`config.mk`:
```
export PLATFORM = sky130hd
export DESIGN_NAME = data_path
export DESIGN_NICKNAME = d
export VERILOG_FILES = /design/src/rtl/data_path_pkg.sv /design/src/rtl/data_path_alu_unit.sv /design/src/rtl/data_path.sv
export SDC_FILE = /design/constraint.sdc
export NUM_CORES = 1
export LEC_CHECK = 0
export ABC_AREA = 1
export BUFFER_PORTS_ARGS = -buffer_cell sky130_fd_sc_hd__buf_2
export CORE_AREA = 2 2 130 132
export DETAILED_ROUTE_END_ITERATION = 12
export DIE_AREA = 0 0 132 134
export PLACE_DENSITY = 0.69
export SKIP_CTS_REPAIR_TIMING = 1
export SYNTH_ARGS = -nofsm -noshare
export SYNTH_HDL_FRONTEND = slang
export SYNTH_SLANG_ARGS = --single-unit
```
`constraint.sdc`:
```
create_clock -name clk -period 5.4 [get_ports clk]
set_input_delay 0.54 -clock clk [delete_from_list [all_inputs] [get_ports clk]]
set_output_delay 0.54 -clock clk [all_outputs]
set_load 0.01 [all_outputs]
```
`src/rtl/data_path_pkg.sv`:
```
// ---------------------------------------------------------------------------
// data_path_pkg.sv
// Shared type and constant definitions for the data_path block.
//   package alu           : AluCmd, the 4-bit ALU operation select
//   package ctrl          : CtrlSig, the controller's write-control bundle
//   package data_path_pkg : default widths and operand-field slice positions
// Ports: none (packages only).
// ---------------------------------------------------------------------------
package alu;
   typedef enum logic [3:0] {
      ADD   = 4'd0,
      SUB   = 4'd1,
      AND   = 4'd2,
      OR    = 4'd3,
      XOR   = 4'd4,
      NOT   = 4'd5,
      SHL   = 4'd6,
      SHR   = 4'd7,
      PASSA = 4'd8,
      PASSB = 4'd9
   } AluCmd;
endpackage

package ctrl;
   typedef struct packed {
      logic reg_wr_en;   // 1 = write the destination register on this edge
      logic dst_in_sel;  // 1 = immediate, 0 = ALU result
   } CtrlSig;
endpackage

package data_path_pkg;
   localparam int DATA_W_DEF   = 8;
   localparam int NUM_REGS_DEF = 16;
   localparam int OPND_W       = 12;

   // Operand field layout: {dst[11:8], imm[7:0]} or {dst, srca[7:4], srcb[3:0]}
   localparam int DST_MSB  = 11;
   localparam int DST_LSB  = 8;
   localparam int SRCA_MSB = 7;
   localparam int SRCA_LSB = 4;
   localparam int SRCB_MSB = 3;
   localparam int SRCB_LSB = 0;
   localparam int IMM_MSB  = 7;
   localparam int IMM_LSB  = 0;
endpackage

```
`src/rtl/data_path_alu_unit.sv`:
```
// ---------------------------------------------------------------------------
// alu_unit
// Purely combinational ALU for the data_path block.
// Ports:
//   a, b     : operands (DATA_W bits, treated as unsigned for carry and as
//              two's complement for overflow)
//   cmd      : alu::AluCmd operation select
//   result   : DATA_W-bit result, wraps modulo 2**DATA_W
//   carry    : ADD carry out, SUB borrow, SHL/SHR shifted-out bit, else 0
//   overflow : signed overflow for ADD/SUB, else 0
// Undefined cmd encodings produce result = 0, carry = 0, overflow = 0.
// ---------------------------------------------------------------------------
module alu_unit
   import data_path_pkg::*;
#(
   parameter int DATA_W = DATA_W_DEF
) (
   input  logic [DATA_W-1:0] a,
   input  logic [DATA_W-1:0] b,
   input  alu::AluCmd        cmd,
   output logic [DATA_W-1:0] result,
   output logic              carry,
   output logic              overflow
);

   logic [DATA_W:0] sum_u;
   logic [DATA_W:0] dif_u;

   // Overflow when both operands share a sign and the result does not.
   function automatic logic add_ovf(input logic signed [DATA_W-1:0] x,
                                    input logic signed [DATA_W-1:0] y,
                                    input logic signed [DATA_W-1:0] r);
      return ((x < 0) == (y < 0)) && ((r < 0) != (x < 0));
   endfunction

   // Overflow when operand signs differ and the result sign leaves x's sign.
   function automatic logic sub_ovf(input logic signed [DATA_W-1:0] x,
                                    input logic signed [DATA_W-1:0] y,
                                    input logic signed [DATA_W-1:0] r);
      return ((x < 0) != (y < 0)) && ((r < 0) != (x < 0));
   endfunction

   always_comb begin
      // One extra bit captures carry (ADD) or borrow (SUB, set when a < b).
      sum_u    = {1'b0, a} + {1'b0, b};
      dif_u    = {1'b0, a} - {1'b0, b};
      result   = '0;
      carry    = 1'b0;
      overflow = 1'b0;
      case (cmd)
         alu::ADD: begin
            result   = sum_u[DATA_W-1:0];
            carry    = sum_u[DATA_W];
            overflow = add_ovf(a, b, sum_u[DATA_W-1:0]);
         end
         alu::SUB: begin
            result   = dif_u[DATA_W-1:0];
            carry    = dif_u[DATA_W];
            overflow = sub_ovf(a, b, dif_u[DATA_W-1:0]);
         end
         alu::AND:   result = a & b;
         alu::OR:    result = a | b;
         alu::XOR:   result = a ^ b;
         alu::NOT:   result = ~a;
         alu::SHL: begin
            result = a << 1;
            carry  = a[DATA_W-1];
         end
         alu::SHR: begin
            result = a >> 1;
            carry  = a[0];
         end
         alu::PASSA: result = a;
         alu::PASSB: result = b;
         default: ;
      endcase
   end

endmodule

```
`src/rtl/data_path.sv`:
```
// ---------------------------------------------------------------------------
// data_path
// 16 x 8-bit register file with a combinational ALU. Each enabled clock edge
// writes either the operand immediate or the ALU result of two registers into
// the destination register.
// Ports:
//   clk        : rising-edge clock
//   rst_n      : asynchronous active-low reset, clears all registers (and flags)
//   operands   : [11:8] dst; [7:0] immediate, or [7:4] src A / [3:0] src B
//   alu_cmd    : alu::AluCmd operation select
//   ctrl_sig   : ctrl::CtrlSig {reg_wr_en, dst_in_sel}
//   alu_result : combinational ALU output for the current src A / src B
//   rd_a, rd_b : combinational reads of src A / src B (no write bypass)
//   flags      : {N,V,C,Z}, only when DATAPATH_FLAGS_EN is defined
// Build option: `define DATAPATH_FLAGS_EN to add the flags register and port.
// DATA_W must be 8 because the immediate field is fixed at 8 bits.
// ---------------------------------------------------------------------------
module data_path
   import data_path_pkg::*;
#(
   parameter int DATA_W   = DATA_W_DEF,
   parameter int NUM_REGS = NUM_REGS_DEF
) (
   input  logic              clk,
   input  logic              rst_n,
   input  logic [OPND_W-1:0] operands,
   input  alu::AluCmd        alu_cmd,
   input  ctrl::CtrlSig      ctrl_sig,
   output logic [DATA_W-1:0] alu_result,
   output logic [DATA_W-1:0] rd_a,
   output logic [DATA_W-1:0] rd_b
`ifdef DATAPATH_FLAGS_EN
   ,
   output logic [3:0]        flags
`endif
);

   logic [DATA_W-1:0] regs [NUM_REGS];
   logic [3:0]        dst_addr;
   logic [3:0]        srca_addr;
   logic [3:0]        srcb_addr;
   logic [DATA_W-1:0] imm;
   logic              alu_carry;
   logic              alu_ovf;

   assign dst_addr  = operands[DST_MSB:DST_LSB];
   assign srca_addr = operands[SRCA_MSB:SRCA_LSB];
   assign srcb_addr = operands[SRCB_MSB:SRCB_LSB];
   assign imm       = operands[IMM_MSB:IMM_LSB];

   assign rd_a = regs[srca_addr];
   assign rd_b = regs[srcb_addr];

   alu_unit #(.DATA_W(DATA_W)) u_alu (
      .a        (rd_a),
      .b        (rd_b),
      .cmd      (alu_cmd),
      .result   (alu_result),
      .carry    (alu_carry),
      .overflow (alu_ovf)
   );

   // Reads see pre-edge contents, so r5 = r5 + r1 uses the old r5.
   always_ff @(posedge clk or negedge rst_n) begin
      if (!rst_n) begin
         for (int i = 0; i < NUM_REGS; i++) regs[i] <= '0;
      end else if (ctrl_sig.reg_wr_en) begin
         regs[dst_addr] <= ctrl_sig.dst_in_sel ? imm : alu_result;
      end
   end

`ifdef DATAPATH_FLAGS_EN
   // Flags track ALU writes only; immediate loads leave them untouched.
   always_ff @(posedge clk or negedge rst_n) begin
      if (!rst_n) begin
         flags <= 4'b0000;
      end else if (ctrl_sig.reg_wr_en && !ctrl_sig.dst_in_sel) begin
         flags <= {alu_result[DATA_W-1], alu_ovf, alu_carry, (alu_result == '0)};
      end
   end
`else
   logic unused_alu_status;
   assign unused_alu_status = alu_carry ^ alu_ovf;
`endif

endmodule

```
Yosys cells after proc, flatten, opt, wreduce, memory -nomap -nowiden
Index checks and enable logic that the tools add are counted.
{"block": "word_totals", "ff_bits": 128, "inputBits": 20, "wordCells": 51}
{"block": "op_classes", "add_sub_neg": 2, "magnitude_cmp": 4, "eq_ne": 9, "muxes": 11, "bitwise": 7, "reduce_logical": 2}
{"cell": "$bwmux W128", "n": 1}
{"cell": "$pmux W8 S10", "n": 1}
{"cell": "$bmux W8 S4", "n": 2}
{"cell": "$mux W8", "n": 6}
{"cell": "$demux W8 S4", "n": 1}
{"cell": "$eq A4 B3 Y1 const B", "n": 4}
{"cell": "$ge A5 B5 Y1 const B", "n": 3}
{"cell": "$not A4 Y5", "n": 3}
{"cell": "$add A8 B8 Y8", "n": 1}
{"cell": "$and A8 B8 Y8", "n": 1}
{"cell": "$eq A4 B2 Y1 const B", "n": 2}
{"cell": "$eq A4 B4 Y1 const B", "n": 2}
{"cell": "$not A8 Y8", "n": 1}
{"cell": "$or A8 B8 Y8", "n": 1}
{"cell": "$sub A8 B8 Y8", "n": 1}
{"cell": "$xor A8 B8 Y8", "n": 1}
{"cell": "$lt A5 B1 Y1 const B", "n": 1}
{"cell": "$eq A4 B1 Y1 const B", "n": 1}
{"cell": "$logic_not A4 Y1", "n": 1}
{"cell": "$logic_and A1 B1 Y1", "n": 1}

Depth between registers and ports, before layout
Gate-level depths: netlist of the first run.
{"block": "depth", "word_depth": 8, "ltp_mapped": 29}

Hierarchy
Synthesis of the first run repeated with hierarchy kept, for this count alone.
{"block": "hier_totals", "cells_unflattened": 1441, "hier_area_um2": 9201.3}
{"module": "data_path", "instances": 1, "cells_each": 1145, "area_each_um2": 7646.1, "seq_area_each_um2": 3203.1}
{"module": "alu_unit", "instances": 1, "cells_each": 296, "area_each_um2": 1555.2, "seq_area_each_um2": 0.0}

Worst setup path before layout of the first run
Ideal clock, no wire load.
{"block": "synth_timing", "path_type": "input to register", "from": "in operands[1]", "to": "reg regs[78] (netlist bit)", "setup_ps": 118, "t_arrival_ps": 4081, "required_time_ps": 5282, "slack_ps": 1200, "stages": 24, "n_path_buf": 4, "cell_sequence": "buf_2 -> buf_1 -> o211ai_1 -> nand3_1 -> nand3_1 -> nand2_1 -> inv_2 -> ha_1 -> or2_2 -> o21ai_0 -> inv_1 -> fa_1 -> nor2_1 -> o21ai_0 -> nand2_1 -> a21oi_1 -> o21ba_2 -> nor2_1 -> o211ai_1 -> or2_2 -> buf_2 -> buf_6 -> nand3_1 -> nand2_1"}
{"block": "synth_via", "elab_chain_cells": 8, "word_cells_on_any_way": 12}
{"element": "start, declared", "line_no": "data_path.sv:26", "source": "input logic [OPND_W-1:0] operands,"}
{"element": "$not A4 Y5 (implied by the code) (*)", "line_no": "data_path.sv:52", "source": "assign rd_b = regs[srcb_addr];"}
{"element": "$bmux W8 S4 (*)", "line_no": "data_path.sv:52"}
{"element": "$mux W8 (implied by the code) (*) (2 in series)", "line_no": "data_path.sv:52"}
{"element": "named net rd_b[0]", "line_no": "data_path.sv:31", "source": "output logic [DATA_W-1:0] rd_b"}
{"element": "$sub A8 B8 Y8 or $add A8 B8 Y8 (tied branches)", "line_no": "data_path_alu_unit.sv:46, data_path_alu_unit.sv:45"}
{"element": "$pmux W8 S10 (*)", "line_no": "data_path_alu_unit.sv:50", "source": "case (cmd)"}
{"element": "named net alu_result[6]", "line_no": "data_path.sv:29", "source": "output logic [DATA_W-1:0] alu_result,"}
{"element": "$mux W8 (*)", "line_no": "data_path.sv:68", "source": "regs[dst_addr] <= ctrl_sig.dst_in_sel ? imm : alu_result;"}
{"element": "$bwmux W128 (*)", "line_no": "data_path.sv:68"}
{"element": "end signal, assigned by index", "line_no": "data_path.sv:68"}
{"element": "end, declared", "line_no": "data_path.sv:38", "source": "logic [DATA_W-1:0] regs [NUM_REGS];"}
The timed path passes the listed nets; every way through them passes the cells marked *. The select of a mux whose other input is x is not followed.
A chain may end at the register's enable or synchronous reset.

Final worst setup path of the first run
{"block": "layout_timing", "from": "in operands[0]", "to": "out alu_result[6]"}
{"block": "layout_via", "elab_chain_cells": 6, "word_cells_on_any_way": 10}
{"element": "$not A4 Y5 (implied by the code) (*)", "line_no": "data_path.sv:52"}
{"element": "$bmux W8 S4 (*)", "line_no": "data_path.sv:52"}
{"element": "$mux W8 (implied by the code) (*) (2 in series)", "line_no": "data_path.sv:52"}
{"element": "$sub A8 B8 Y8, or another cell as far along", "line_no": "data_path_alu_unit.sv:46", "source": "dif_u = {1'b0, a} - {1'b0, b};"}
{"element": "$pmux W8 S10 (*)", "line_no": "data_path_alu_unit.sv:50"}
{"element": "end, declared", "line_no": "data_path.sv:29"}
Every way passes the cells marked *; elsewhere a longest branch is shown, timed or not. The select of a mux whose other input is x is not followed.

==> results.yml, run 1 <==
status:
  status: "complete, no violations"
setup_path:
  startpoint: "operands[0]"
  start_kind: "primary input"
  crit_family: "simple AND/OR/NAND/NOR gates"
  cp_cell_sequence: "buf_2, buf_4, nand2_1, o211ai_1, nand3_1, nand3_1, nand2_1, inv_2, ha_1, or2_2, o21ai_0, inv_1, fa_1, nor2_1, o21ai_0, nand2_1, a21oi_1, o21ba_2, nand2_1, nand2_1, o211ai_1, buf_2"
  cp.arrival_ns: 4.23
  worst-path-max-fanout: 23
  r2r-end: "regs[52]$_DFFE_PN0P_"
  cp.buffers_inverters: 5
  cp-end-kind: "output pin"
  slowest_stage: "fa_1"
  path_class: "in2out"
  crit_required_ns: 4.86
  slowest_delay_ns: 0.41
  rr_worst_depth: 21
  rr_startpoint: "regs[120]$_DFFE_PN0P_"
  cpMostUsedCell: "nand2_1"
  rrSetupSlack_ns: 1.42
floorplan:
  die_area_sq_um: 17700
  core_area_sq_um: 16300
  pin_count: 44
  fp.dieH_um: 134
  initial_utilization_pct: 54.4
  chipWidth_um: 132
  row_count: 47
sta:
  setup_ws_ns: 0.632
  fmax_mhz: 210
  min_period_over_period_pct: 88.3
  hold_slack_ns: 0.152
  worstMarginPinSlew_ns: 1.28
  setup_tns_ns: 0
  rsz0062_at_grt: "no"
  hold_viol_final: 0
  setup_viol: 0
  maxSlewHeadroom_pct: 14.1
  clock_skew_ns: 0.00745
  period_minus_slack_ns: 4.77
  drv_slew: 0
yosys:
  ys_seq_area_share_pct: 36.1
  synth.top_cell.area_share_pct: 36.1
  synthesis.area_sq_um: 8860
  ys_warn_count: 0
  synth.most_common_cell: "nand2_1"
  postSynthCellCount: 1293
  ys_top_cells_by_count: "330 x nand2_1, 247 x nand3_1, 141 x inv_1"
  ys_ff_latch: 128
  avgSynthCellArea_sq_um: 6.86
  synth_nets: 1338
  synth_area_leaders: "dfrtp_1 36%, nand2_1 14%, nand3_1 14%"
  synth_async_sr_flop_share_pct: 100
  yosys.area.top_type: "dfrtp_1"
  synth.distinct_cells: 43
  synth_ff_type: "dfrtp_1"
  synth-edff-count: 0
routing:
  wl_met2_mm: 12.8
  viasPerCell: 6.01
  wl_mm: 30.0
  drc: 0
  drtIter0Drc: 1208
  met3_length_mm: 3.19
  wl_met1_mm: 12.7
  drt_first_pass_iters: 6
  drtAntennaViolNets: 0
  dr.max_layer_used: "met4"
  wl_per_cell_um: 19.5
  vias: 9263
clocking:
  cts-root-buf: "clkbuf_16"
  cts_tree: "yes"
  numCtsBuffers: 17
  clk_pin_slew_ns: 0.06
  htree_levels: 4
  clock_latency_ns: 0.43
  ctsLongestPathBuffers: 2
  clock-sinks: 128
pwr:
  p_per_area_nw_per_um2: 365
  finalPower_mw: 3.55
  ir_drop_mv: 0.253
  p_leak_nw: 4.78
placement:
  routabilityCongestion: 0.933
  placed_area_sq_um: 9090
  portBuffers: 43
  dp.final_hpwl_mm: 20.3
  pre_cts_ws_ns: 0.738
cells_and_area:
  stdcell_area_sq_um: 9700
  nets: 1352
  area_growth_pct: 9.47
  multiInputGateArea_sq_um: 4650
  reg_top3: "regs: 128 flops"
  largest-register: "regs"
  largest_register_ffs: 128
  n_antenna_cell: 0
  layout-drive-gt1-share_pct: 9.70
  nFillCells: 1574
  seq_area_sq_um: 3200
global_routing:
  overflow: 0
  grt_pass1_wl_mm: 47.8
  grt_use_total_pct: 34.9
  grt_max_degree: 91
  antenna_found_initial: 0
  grt_pass1_vias: 8514
worst_hold_path:
  hold_path_class: "in2async"
run:
  maxCapViolCount: 0
==> final cells by class <==
class / instances / area share (%)
Clock buffer: 17 / 4.38
Clock inverter: 15 / 1.91
Inverter: 154 / 5.96
Multi-Input combinational cell: 942 / 47.9
Sequential cell: 128 / 33.0
Tap cell: 220 / 2.84
Timing Repair Buffer: 64 / 4.04
==> worst max path at each step <==
stage / slack (ns) / cells after the start / endpoint
2_1_floorplan: 1.20 / 24 / regs[78]$_DFFE_PN0P_
5_1_grt: 0.29 / 22 / alu_result[6]
6_report: 0.63 / 22 / alu_result[6]
3_5_place_dp: 0.74 / 21 / alu_result[6]
4_1_cts: 0.71 / 22 / alu_result[6]
3_3_place_gp: 0.77 / 21 / alu_result[6]
==> kinds of logic (layout without fill, tap and decap cells) <==
group / after synthesis / after routing / synth area share [%]
and+or+nand+nor: 666 / 666 / 33.0
xor gates and xnor gates: 6 / 6 / 0.593
AOI/OAI and AO/OA: 245 / 245 / 15.2
DFF: 128 / 128 / 36.1
adders and majority gates: 25 / 25 / 3.61
buffers and inverters: 223 / 250 / 11.5
==> report_power, final <==
part           switching, mW  total, mW  internal, mW  leakage, nW
logic                  0.679       1.02         0.337         2.90
registers              0.139       1.33          1.19         1.60
clock network          0.471       1.20         0.731        0.283
==> metal layers <==
metal / global-route usage, % / vias to the layer above
met3: 8.81 / 96
li1: - / 4299
met4: 17.2 / 0
met5: 0 / -
met2: 50.1 / 572
met1: 49.1 / 4296
==> cells in the final DEF (no fill, tap or decap), types with 2 or more instances in the layout <==
| cell type | instances |
|---|---|
| a211oi_2 | 2 |
| a21oi_1 | 55 |
| buf_2 | 42 |
| buf_4 | 20 |
| bufinv_16 | 3 |
| clkbuf_16 | 17 |
| clkinv_1 | 5 |
| clkinv_4 | 2 |
| clkinvlp_4 | 5 |
| dfrtp_1 | 128 |
| ha_1 | 24 |
| inv_1 | 141 |
| inv_2 | 8 |
| inv_6 | 4 |
| nand2_1 | 330 |
| nand2_2 | 8 |
| nand3_1 | 247 |
| nand3_2 | 3 |
| nor2_1 | 60 |
| o2111ai_1 | 3 |
| o211ai_1 | 24 |
| o21ai_0 | 131 |
| o21ai_1 | 12 |
| o21ai_2 | 2 |
| o22ai_1 | 11 |
| or2_1 | 5 |
| or2_2 | 4 |
| xor2_1 | 5 |
==> per-stage QoR <==
| step | cells | util, % |
|---|---|---|
| 2_1_floorplan | 1293 | - |
| 3_3_place_gp | 1508 | 55.8 |
| 3_5_place_dp | 1508 | 55.8 |
| 4_1_cts | 1540 | 59.6 |
| 5_1_grt | 1540 | 59.6 |
| 6_report | 1540 | 59.6 |
No activity file was read; power rests on OpenSTA's default activity.
==> inputs of run 2 (changes only) <==
CORE_AREA = 2 2 178 180   (was 2 2 130 132)
DIE_AREA = 0 0 180 182   (was 0 0 132 134)
PLACE_DENSITY = 0.41   (was 0.69)
==> run 2 against run 1 <==
  * Sequential power is essentially flat
  * Global-route usage shrank 13 points
  * Via count shrank 4.6%
  * Clock power grew 9%
  * Critical path type unchanged
  * Critical endpoint is now alu_result[7]
  * Largest cell class unchanged
  * Largest power group unchanged
==> results.yml, run 2 (synthesis results as in run 1) <==
global_routing:
  grt_pass1_wl_mm: 54.1
  grt_use_total_pct: 21.7
  grt_max_degree: 96
  antenna_found_initial: 0
  overflow: 0
  grt_pass1_vias: 8501
setup_path:
  crit_required_ns: 4.86
  r2r-end: "regs[126]$_DFFE_PN0P_"
  cp.arrival_ns: 4.12
  path_class: "in2out"
  start_kind: "primary input"
  cp_cell_sequence: "buf_2, inv_2, buf_4, nand2_1, nand3_1, nand3_1, nand3_1, nand2_1, nor2_1, a21oi_1, xor2_1, ha_1, a21oi_1, nor2_1, o21ai_0, nand2_1, inv_1, nand3_1, nand3_2, nand2_1, buf_2"
  rr_worst_depth: 23
  slowest_stage: "inv_2"
  cp.buffers_inverters: 5
  cp-end-kind: "output pin"
  rrSetupSlack_ns: 1.36
  slowest_delay_ns: 0.33
  crit_family: "simple AND/OR/NAND/NOR gates"
  rr_startpoint: "regs[16]$_DFFE_PN0P_"
  worst-path-max-fanout: 19
pwr:
  p_leak_nw: 4.87
  p_comb_share_pct: 28.3
  p_clk_share_pct: 35.5
  swShare_pct: 35.9
  finalPower_mw: 3.69
  ir_drop_mv: 0.178
  internal-power_mw: 2.36
  p_switching_mw: 1.32
  p_per_area_nw_per_um2: 366
  seq_power_share_pct: 36.2
floorplan:
  initial_utilization_pct: 28.6
  chipWidth_um: 180
  fp.dieH_um: 182
  row_count: 65
  die_area_sq_um: 32800
  pin_count: 44
  core_area_sq_um: 31000
cells_and_area:
  largest-register: "regs"
  stdcell_area_sq_um: 10100
  layout_common_cells: "330 x nand2_1, 247 x nand3_1, 141 x inv_1"
  largest_register_ffs: 128
  utilization_pct: 32.6
  fin_cells: 1735
  n_antenna_cell: 0
  nets: 1365
  area_growth_pct: 13.8
  reg_top3: "regs: 128 flops"
  final_common_cell: "nand2_1"
  layout-drive-gt1-share_pct: 10.5
clocking:
  htree_levels: 4
  clock_latency_ns: 0.44
  clk_pin_slew_ns: 0.06
  numCtsBuffers: 17
  clock-sinks: 128
  cts_tree: "yes"
  cts-root-buf: "clkbuf_16"
  ctsLongestPathBuffers: 2
routing:
  drc: 0
  wl_mm: 34.6
  drt_first_pass_iters: 6
  vias: 8835
  viasPerCell: 5.09
  wl_per_cell_um: 19.9
  drtIter0Drc: 850
  drtAntennaViolNets: 0
worst_hold_path:
  hold_path_class: "in2async"
placement:
  dp.cells: 1703
  dp.final_hpwl_mm: 24.6
  portBuffers: 43
  placed_area_sq_um: 9430
  pre_cts_ws_ns: 0.722
  routabilityCongestion: 0.862
sta:
  worstMarginPinSlew_ns: 1.01
  setup_viol: 0
  rsz0062_at_grt: "no"
  period_minus_slack_ns: 4.66
  setup_tns_ns: 0
  hold_slack_ns: 0.234
  min_period_over_period_pct: 86.3
  drv_slew: 0
  fmax_mhz: 215
  clock_skew_ns: 0.00937
  hold_viol_final: 0
  maxSlewHeadroom_pct: 32.4
  setup_ws_ns: 0.740
run:
  maxCapViolCount: 0
status:
  status: "complete, no violations"
## run 2: power by group through the flow
stage / Sequential (mW) / Clock [mW] / Combinational [mW]
after global routing: 1.36 / 1.37 / 1.20
after global placement: 1.35 / 0 / 1.04
after floorplan: 1.30 / 0 / 0.736
final: 1.34 / 1.31 / 1.04
after CTS: 1.33 / 1.33 / 1.05
after detailed placement: 1.35 / 0 / 1.04
## run 2: area by class of cell
| type | count | area (sq um) |
|---|---|---|
| Timing Repair Buffer | 77 | 502 |
| Inverter | 154 | 578 |
| Sequential cell | 128 | 3200 |
| Tap cell | 402 | 503 |
| Fill cell | 3423 | 20900 |
| Clock buffer | 19 | 443 |
| Clock inverter | 13 | 211 |
| Multi-Input combinational cell | 942 | 4650 |
## run 2: how the worst max path moves through the flow
| stage | startpoint | to | cells after the start |
|---|---|---|---|
| after floorplan | operands[1] | regs[78]$_DFFE_PN0P_ | 24 |
| after global placement | operands[0] | regs[94]$_DFFE_PN0P_ | 23 |
| after detailed placement | operands[0] | regs[126]$_DFFE_PN0P_ | 24 |
| after CTS | operands[0] | alu_result[6] | 22 |
| after global routing | operands[0] | alu_result[7] | 25 |
| final | operands[0] | alu_result[7] | 21 |
## run 2: metal layers
| metal | vias to the layer above | track usage (%) | share of wire [%] | wire length (um) |
|---|---|---|---|---|
| met5 | - | 0 | 0 | 0 |
| met1 | 4208 | 31.2 | 48 | 16700 |
| met2 | 284 | 33.9 | 45 | 15600 |
| met4 | 0 | 5.89 | 1.7 | 589 |
| li1 | 4313 | - | - | - |
| met3 | 30 | 3.01 | 4.9 | 1710 |
==> inputs of run 3 (changes only) <==
REMOVE_ABC_BUFFERS = 1   (was default)
==> run 3 against run 2 <==
  * Hold slack worse by 0.036 ns
  * Utilization fell by 0.17 points
  * Final cell count grew 0.17%
  * Global-route usage fell by 0.58 points
  * Setup slack got worse by 0.023 ns
  * Register-to-register slack gained 0.05 ns
  * Critical endpoint is now alu_result[4]
==> results.yml, run 3 (synthesis results as in run 1) <==
pwr:
  finalPower_mw: 3.52
  p_leak_nw: 4.87
  internal-power_mw: 2.25
  ir_drop_mv: 0.224
  p_switching_mw: 1.27
  p_per_area_nw_per_um2: 351
  p_comb_share_pct: 29.1
  seq_power_share_pct: 37.5
  p_clk_share_pct: 33.3
  swShare_pct: 36.0
sta:
  period_minus_slack_ns: 4.68
  maxSlewHeadroom_pct: 38.9
  clock_skew_ns: 0.0123
  hold_viol_final: 0
  worstMarginPinSlew_ns: 0.916
  hold_slack_ns: 0.198
  setup_ws_ns: 0.717
  min_period_over_period_pct: 86.7
  drv_slew: 0
  setup_viol: 0
  fmax_mhz: 214
  setup_tns_ns: 0
  rsz0062_at_grt: "no"
cells_and_area:
  layout_common_cells: "330 x nand2_1, 247 x nand3_1, 141 x inv_1"
  nets: 1371
  largest_register_ffs: 128
  reg_top3: "regs: 128 flops"
  final_common_cell: "nand2_1"
  layout-drive-gt1-share_pct: 10.6
  n_antenna_cell: 0
  area_growth_pct: 13.2
  largest-register: "regs"
clocking:
  htree_levels: 4
  cts-root-buf: "clkbuf_16"
  ctsLongestPathBuffers: 2
  clock-sinks: 128
  clock_latency_ns: 0.43
  clk_pin_slew_ns: 0.06
  cts_tree: "yes"
  numCtsBuffers: 17
routing:
  vias: 8736
  drtAntennaViolNets: 0
  viasPerCell: 5.03
  drt_first_pass_iters: 5
  drc: 0
  wl_per_cell_um: 19.4
  drtIter0Drc: 726
  wl_mm: 33.6
setup_path:
  rrSetupSlack_ns: 1.41
  cp.arrival_ns: 4.14
  cp_cell_sequence: "buf_2, inv_2, nand2_1, nand3_1, nand3_1, nand3_1, nand2_2, inv_1, ha_1, or2_2, o21ai_0, inv_1, fa_1, nor2_1, o21ai_0, nand2_1, a21oi_1, o21ai_0, o2111ai_1, a21oi_1, nand2_1, buf_2"
  worst-path-max-fanout: 24
  startpoint: "operands[0]"
  r2r-end: "regs[84]$_DFFE_PN0P_"
  crit_family: "simple AND/OR/NAND/NOR gates"
  crit_required_ns: 4.86
  start_kind: "primary input"
  cp-end-kind: "output pin"
  rr_worst_depth: 22
  path_class: "in2out"
  slowest_stage: "fa_1"
  slowest_delay_ns: 0.43
  cp.buffers_inverters: 5
  rr_startpoint: "regs[48]$_DFFE_PN0P_"
floorplan:
  chipWidth_um: 180
  initial_utilization_pct: 28.6
  die_area_sq_um: 32800
  fp.dieH_um: 182
  core_area_sq_um: 31000
  pin_count: 44
  row_count: 65
global_routing:
  grt_pass1_wl_mm: 52.7
  grt_use_total_pct: 21.1
  antenna_found_initial: 0
  grt_pass1_vias: 8592
  overflow: 0
  grt_max_degree: 90
placement:
  dp.final_hpwl_mm: 23.6
  pre_cts_ws_ns: 0.696
  routabilityCongestion: 0.877
  portBuffers: 43
status:
  status: "complete, no violations"
worst_hold_path:
  hold_path_class: "in2async"
run:
  maxCapViolCount: 0
## run 3: how the worst max path moves through the flow
stage / slack, ns / end / depth (start not counted)
final: 0.72 / alu_result[4] / 22
after global routing: 0.30 / alu_result[4] / 22
after CTS: 0.73 / alu_result[4] / 22
after detailed placement: 0.70 / regs[84]$_DFFE_PN0P_ / 23
after global placement: 0.76 / regs[84]$_DFFE_PN0P_ / 23
after floorplan: 1.42 / regs[78]$_DFFE_PN0P_ / 21
## run 3: routing by layer
metal / GRT usage (%) / up-vias / part of all wire, %
met1: 28.1 / 4150 / 46
met2: 35.5 / 226 / 48
li1: - / 4322 / -
met4: 6.18 / 0 / 1.9
met3: 2.93 / 38 / 4.1
met5: 0 / - / 0
## run 3: power by group through the flow
stage / logic (mW) / clock network (mW) / registers, mW
3_5_place_dp: 1.03 / 0 / 1.33
5_1_grt: 1.18 / 1.23 / 1.35
2_1_floorplan: 0.681 / 0 / 1.30
6_report: 1.03 / 1.17 / 1.32
4_1_cts: 1.03 / 1.19 / 1.32
3_3_place_gp: 1.02 / 0 / 1.33
## run 3: through the flow
| stage | cell area (sq um) | std cells | util (%) |
|---|---|---|---|
| 2_1_floorplan | 8430 | 1224 | - |
| 3_3_place_gp | 9460 | 1709 | 30.5 |
| 3_5_place_dp | 9460 | 1709 | 30.5 |
| 4_1_cts | 10000 | 1738 | 32.4 |
| 5_1_grt | 10000 | 1738 | 32.4 |
| 6_report | 10000 | 1738 | 32.4 |
## run 3: area by class of cell
cell class | count | area, sq um
Inverter | 154 | 578
Tap cell | 402 | 503
Clock inverter | 6 | 82.6
Multi-Input combinational cell | 942 | 4650
Sequential cell | 128 | 3200
Timing Repair Buffer | 83 | 534
Clock buffer | 23 | 488
Fill cell | 3394 | 21000
